[src/rtl/seg_display_conditioner.sv]
// rtl/seg_display_conditioner.sv - 7-seg output stage: double-letter gap, PWM (SEG_CONDITIONER_PWM_EN), blink
module seg_display_conditioner #(
    parameter int GAP_LEN    = 1024,
    parameter int GAP_W      = 10,
    parameter int BLINK_BITS = 22
) (
    input  logic       CLK,
    input  logic       RST_N,
    input  logic [7:0] seg_in,
    input  logic       seg_valid,
    input  logic [2:0] brightness,
    input  logic       blink_en,
    output logic [7:0] seg_out,
    output logic       busy
);

    typedef enum logic {SHOW = 1'b0, GAP = 1'b1} state_t;

    state_t                state;
    state_t                state_nxt;
    logic [7:0]            cur_pat;
    logic [GAP_W-1:0]      gap_cnt;
    logic [BLINK_BITS-1:0] blink_cnt;
    logic                  take_new;
    logic                  take_gap;
    logic                  pwm_off;
    logic                  blank;

    // A repeat of the all-off pattern needs no gap; it is already blank.
    always_comb begin
        take_new = (state == SHOW) && seg_valid && (seg_in != cur_pat);
        take_gap = (state == SHOW) && seg_valid && (seg_in == cur_pat) && (seg_in != 8'hFF);
    end

    always_ff @(posedge CLK) begin
        if (!RST_N) state <= SHOW;
        else        state <= state_nxt;
    end

    always_comb begin
        state_nxt = state;
        case (state)
            SHOW: if (take_gap)      state_nxt = GAP;
            GAP:  if (gap_cnt == '0) state_nxt = SHOW;
            default:                 state_nxt = SHOW;
        endcase
    end

    always_comb begin
        busy = (state == GAP);
    end

`ifdef SEG_CONDITIONER_PWM_EN
    logic [2:0] pwm_cnt;

    always_ff @(posedge CLK) begin
        if (!RST_N) pwm_cnt <= 3'd0;
        else        pwm_cnt <= pwm_cnt + 3'd1;
    end

    assign pwm_off = (pwm_cnt > brightness);
`else
    logic unused_brightness;
    assign unused_brightness = ^brightness;
    assign pwm_off           = 1'b0;
`endif

    assign blank = busy | pwm_off | (blink_en & blink_cnt[BLINK_BITS-1]);

    always_ff @(posedge CLK) begin
        if (!RST_N) begin
            cur_pat   <= 8'hFF;
            gap_cnt   <= '0;
            blink_cnt <= '0;
            seg_out   <= 8'hFF;
        end else begin
            blink_cnt <= blink_cnt + 1'b1;
            if (take_new)
                cur_pat <= seg_in;
            if (take_gap)
                gap_cnt <= GAP_W'(GAP_LEN - 1);
            else if (state == GAP && gap_cnt != '0)
                gap_cnt <= gap_cnt - 1'b1;
            seg_out <= blank ? 8'hFF : cur_pat;
        end
    end

endmodule

[config.mk]
export PLATFORM = sky130hd
export DESIGN_NAME = seg_display_conditioner
export DESIGN_NICKNAME = d
export VERILOG_FILES = /design/src/rtl/seg_display_conditioner.sv
export SDC_FILE = /design/constraint.sdc
export NUM_CORES = 1
export LEC_CHECK = 0
export BUFFER_PORTS_ARGS = -buffer_cell sky130_fd_sc_hd__buf_4
export CAP_MARGIN = 20
export CORE_ASPECT_RATIO = 1.2
export CORE_UTILIZATION = 55
export CTS_BUF_LIST = sky130_fd_sc_hd__clkbuf_4 sky130_fd_sc_hd__clkbuf_8
export DETAILED_ROUTE_END_ITERATION = 6
export HOLD_SLACK_MARGIN = 0.08
export PLACE_DENSITY = 0.79
export SLEW_MARGIN = 25
export SYNTH_ARGS = -nofsm -noshare
export SYNTH_HDL_FRONTEND = slang
export SYNTH_SLANG_ARGS = --single-unit
[constraint.sdc]
create_clock -name CLK -period 3.28 [get_ports CLK]
set_input_delay 0.328 -clock CLK [delete_from_list [all_inputs] [get_ports CLK]]
set_output_delay 0.328 -clock CLK [all_outputs]
set_load 0.02 [all_outputs]
# Word level (Yosys, flattened, before mapping)
# Index checks and enable logic that the tools add are counted.
[op_classes]
bitwise_logic = 4
n_mux = 5
reduce_logical = 9
n_addsub = 2
n_eq_ne = 3
[ops]
columns = ["op", "count"]
rows = [
  ["$add A22 B1 Y22 const B", 1],
  ["$mux W10", 2],
  ["$logic_not A10 Y1", 1],
  ["$reduce_bool A10 Y1", 1],
  ["$sub A10 B1 Y10 const B", 1],
  ["$eq A8 B8 Y1", 1],
  ["$ne A8 B8 Y1", 1],
  ["$ne A8 B8 Y1 const B", 1],
  ["$logic_and A1 B1 Y1", 5],
  ["$mux W1", 2],
  ["$not A1 Y1", 2],
  ["$pmux W1 S2", 1],
  ["$reduce_bool A2 Y1", 1],
  ["$reduce_or A2 Y1", 1],
  ["$and A1 B1 Y1", 1],
  ["$or A1 B1 Y1", 1],
]
[totals]
ff_bits = 49
wordCells = 28
inputBits = 15
out_inout_bits = 9

# Longest topological paths before layout
[depth]
depth_word = 6
mapped_depth = 6
depth_no_buf = 6

# Worst setup path before layout
# Ideal clock, no wire load.
[synth_timing]
path_kind = "register to register"
start = "reg state (netlist: busy)"
end = "reg gap_cnt[5]"
path_stages_with_launch = 5
setup_time_ns = 0.120
synth_period_minus_slack_ns = 1.982
arrival_time_ns = 1.862
setup_slack_ns = 1.298
path_buffers = 0
t_required_ns = 3.160
path_cell_list = "dfxtp_1 > or3b_2 > or4_1 > and2_1 > o31a_1"
[synth_between]
elab_chain_len = 5
word_cells_on_any_way = 7
classes_between = "mux (1); bitwise (1); reduce/logical (5)"
[synth_rtl]
columns = ["element", "line_no", "source"]
rows = [
  ["from (decl)", "19", "state_t state;"],
  ["from (signal assigned)", "37", "else state <= state_nxt;"],
  ["$not A1 Y1", "n/a", ""],
  ["$logic_and A1 B1 Y1 (3 in a row)", "32", "take_gap = (state == SHOW) && seg_valid && (seg_in == cur_pat) && (seg_in != 8'hFF);"],
  ["$mux W10 or $reduce_bool A2 Y1 (tied branches)", "n/a", ""],
  ["to (signal assigned)", "81", "gap_cnt <= GAP_W'(GAP_LEN - 1);"],
  ["to (signal assigned)", "83", "gap_cnt <= gap_cnt - 1'b1;"],
  ["to (decl)", "22", "logic [GAP_W-1:0] gap_cnt;"],
]
# Parallel ways exist; a longest one is shown, timed or not.
# A chain may end at the register's enable or synchronous reset.

# Worst setup path after layout
[layout_timing]
start = "reg blink_cnt[0]"
end = "reg blink_cnt[20]"
[layout_between]
elab_chain_len = 1
[layout_rtl]
columns = ["element", "line_no", "source"]
rows = [
  ["from (decl)", "23", "logic [BLINK_BITS-1:0] blink_cnt;"],
  ["from (signal assigned)", "77", "blink_cnt <= blink_cnt + 1'b1;"],
  ["$add A22 B1 Y22", "77", ""],
]
# No other way between the ends.

==> impl_metrics.py <==
metrics = {
    "status": {
        "outcome": "finished clean",
    },
    "drt": {
        "drt_first_pass_iters": 4,
        "drtIter0Drc": 68,
        "viasPerCell": 5.38,
        "vias": 1701,
        "wire_per_inst_um": 12.4,
        "drc": 0,
        "ant_nets": 0,
        "wl_um": 3900,
    },
    "critical_path": {
        "rrSetupSlack_ns": 1.14,
        "timing.rr.start": "blink_cnt[0]$_SDFF_PN0_",
        "startpoint": "blink_cnt[0]$_SDFF_PN0_",
        "path_cells": "ha_1 > nand2_1 > or4_1 > or4_1 > a21oi_1",
        "reg2reg_depth": 5,
        "worstPathMaxFanout": 9,
        "critPathKind": "reg -> reg",
        "cp.arrival_ns": 2.37,
        "cpMaxStageDelayCell": "or4_1",
        "crit_path_end_kind": "register",
        "critPathMaxStageDelay_ns": 0.63,
        "cp_num_buf_inv": 0,
        "r2r-end": "blink_cnt[20]$_SDFF_PN0_",
        "path_common_cell": "or4_1",
        "start_kind": "register",
        "critPathRequiredTime_ns": 3.51,
        "cp_top_family": "simple AND/OR/NAND/NOR gates",
    },
    "clock_tree": {
        "clk_pin_slew_worst_paths_ns": 0.09,
        "h-tree-depth": 2,
        "clock_sinks": 49,
        "cts_tree": "built",
        "post_cts_buffers": 0,
        "cts_buffers": 5,
        "clkLatencyLatePin_ns": 0.29,
        "hold_buffers": 0,
        "cts_buffer_depth": 2,
        "post_cts_resized": 0,
        "cts_root_buffer": "clkbuf_8",
    },
    "job": {
        "drv_cap": 0,
    },
    "floorplan": {
        "start_util_pct": 58.8,
        "die_h_um": 71.1,
        "io_pins": 24,
        "die_w_um": 59.6,
        "die_area_sq_mm": 0.00424,
        "core_area_sq_mm": 0.00372,
        "rows": 24,
    },
    "sta": {
        "fmax_mhz": 467,
        "finalCritPeriodShare_pct": 65.2,
        "setup_viol": 0,
        "holdWs_ns": 0.315,
        "worst_pin_slew_ns": 0.977,
        "slew_viol_final": 0,
        "finalClockSkew_ns": 0.00641,
        "finalCriticalPeriod_ns": 2.14,
        "relSlewSlack_pct": 34.5,
        "rsz0062_at_grt": "false",
        "finalHoldViolCount": 0,
        "finalSetupTns_ns": 0,
    },
    "finish": {
        "fin_nets": 280,
        "layoutNonFillerInstCount": 316,
        "area_growth_pct": 14.6,
        "n_antenna_cell": 0,
        "stdcell_area_sq_mm": 0.00251,
        "layout-drive-gt1-share_pct": 14.8,
    },
    "pwr": {
        "cellPowerDensity_mw_per_mm2": 454,
        "vdd_drop_max_mv": 0.247,
        "power_leakage_uw": 0.000960,
    },
    "global_routing": {
        "overflow": 0,
        "grt_antenna_before_repair": 0,
        "grt_max_degree": 41,
        "grt_usage_pct": 20.3,
        "grt_pass1_wl_um": 6650,
        "grt_pass1_vias": 1620,
    },
    "placement": {
        "globalplace.congestion": 0.799,
        "portBuffers": 20,
        "dp_hpwl_um": 2710,
        "dpl_cell_area_sq_mm": 0.00239,
        "dp_cells": 308,
    },
    "logic_synthesis": {
        "yosysSeqAreaShare_pct": 44.8,
        "syn_nets": 259,
        "synth_cell_types": 36,
        "avgSynthCellArea_sq_um": 9.05,
        "netlist_area_sq_mm": 0.00219,
        "synth_cells": 242,
        "yosys_warnings": 0,
        "ys_ff_latch": 49,
    },
    "min_path": {
        "hp-start": "seg_in[4]",
        "hold_path_depth": 3,
        "min_to": "cur_pat[4]$_SDFFE_PN1P_",
        "min_path_type": "in -> reg",
    },
}
-- metrics by stage --
| step | total power [uW] | setup slack [ns] | utilization (%) |
|---|---|---|---|
| after global routing | 1190 | 1.03 | 67.4 |
| final | 1140 | 1.14 | 67.4 |
| after floorplan | 678 | 1.30 | - |
| after global placement | 707 | 1.17 | 64.1 |
| after detailed placement | 709 | 1.14 | 64.1 |
| after CTS | 1160 | 1.12 | 67.3 |
-- final cells by class --
| class | count | area, sq um |
|---|---|---|
| multi-input combinational | 177 | 1150 |
| tap | 52 | 65.1 |
| fill | 322 | 1210 |
| clock inverter | 1 | 30.0 |
| inverter | 9 | 33.8 |
| clock buffer | 7 | 90.1 |
| timing repair buffer | 21 | 158 |
| sequential | 49 | 981 |
-- routing by layer --
metal | track usage, % | vias to the layer above | wire length, um
li1 | - | 880 | -
met1 | 24.1 | 787 | 1790
met2 | 35.3 | 29 | 1950
met3 | 3.84 | 5 | 113
met4 | 8.27 | 0 | 50
met5 | 0 | - | 0
-- kinds of logic after synthesis --
group | synth area share, %
compound gates | 8.05
xor+xnor | 7.60
fa+ha+maj | 1.14
buf+inv | 2.80
flops | 44.8
mux | 8.79
simple gates | 26.8
-- sequential cells by signal (all words and copies together), names as in the netlist --
name	cells
blink_cnt	22
busy	1
cur_pat	8
gap_cnt	10
seg_out	8
-- worst max path at each step --
| stage | endpoint | slack, ns | cells after the start |
|---|---|---|---|
| CTS | blink_cnt[20]$_SDFF_PN0_ | 1.12 | 5 |
| floorplan | gap_cnt[5]$_SDFFE_PN0P_ | 1.30 | 4 |
| global placement | blink_cnt[16]$_SDFF_PN0_ | 1.17 | 5 |
| detailed placement | blink_cnt[20]$_SDFF_PN0_ | 1.14 | 5 |
| finish | blink_cnt[20]$_SDFF_PN0_ | 1.14 | 5 |
| global route | blink_cnt[16]$_SDFF_PN0_ | 1.03 | 5 |
-- report_power, final --
group	internal (uW)	total (uW)	switching, uW
clock	257	446	189
sequential	609	619	10.8
combinational	34.6	75.5	40.9
-- synthesized netlist by cell type --
cell	instances	area share [%]
a211oi_1	1	0.34
a21oi_1	15	3.4
a31oi_1	1	0.29
and2_1	2	0.57
and3_1	2	0.57
and3_2	1	0.34
and4_1	3	1.2
buf_2	1	0.23
clkbuf_1	6	1.0
dfxtp_1	49	45
ha_1	2	1.1
inv_1	9	1.5
mux2_2	2	1.0
mux2i_1	17	7.8
nand2_1	14	2.4
nand2b_1	15	4.3
nand3_1	8	1.8
nand4_1	2	0.57
nand4_4	1	0.97
nor2_1	31	5.3
nor3_1	9	2.1
nor3b_1	1	0.34
nor4_1	5	1.4
nor4b_1	2	0.80
nor4bb_1	1	0.46
o21a_1	2	0.69
o21ai_0	4	0.91
o31a_1	2	0.80
o31ai_1	3	1.0
o31ai_2	1	0.57
or3_1	2	0.57
or3_2	3	1.0
or3b_2	1	0.40
or4_1	5	1.7
xnor2_1	7	2.8
xor2_1	12	4.8
-- worst min-delay path, stage by stage --
cell and delay (ns):
buf_4 0.10, nor2_1 0.04, mux2i_1 0.11
-- layout by cell type (no fill, tap or decap), types with 5 or more instances in the layout --
| cell type | count |
|---|---|
| nand3_1 | 8 |
| nor2_1 | 31 |
| buf_4 | 21 |
| nor4_1 | 5 |
| xnor2_1 | 7 |
| dfxtp_1 | 49 |
| inv_1 | 9 |
| nand2b_1 | 15 |
| nand2_1 | 14 |
| nor3_1 | 9 |
| clkbuf_8 | 6 |
| or4_1 | 5 |
| mux2i_1 | 17 |
| a21oi_1 | 14 |
| xor2_1 | 12 |
Power figures use the tool's default switching activity.
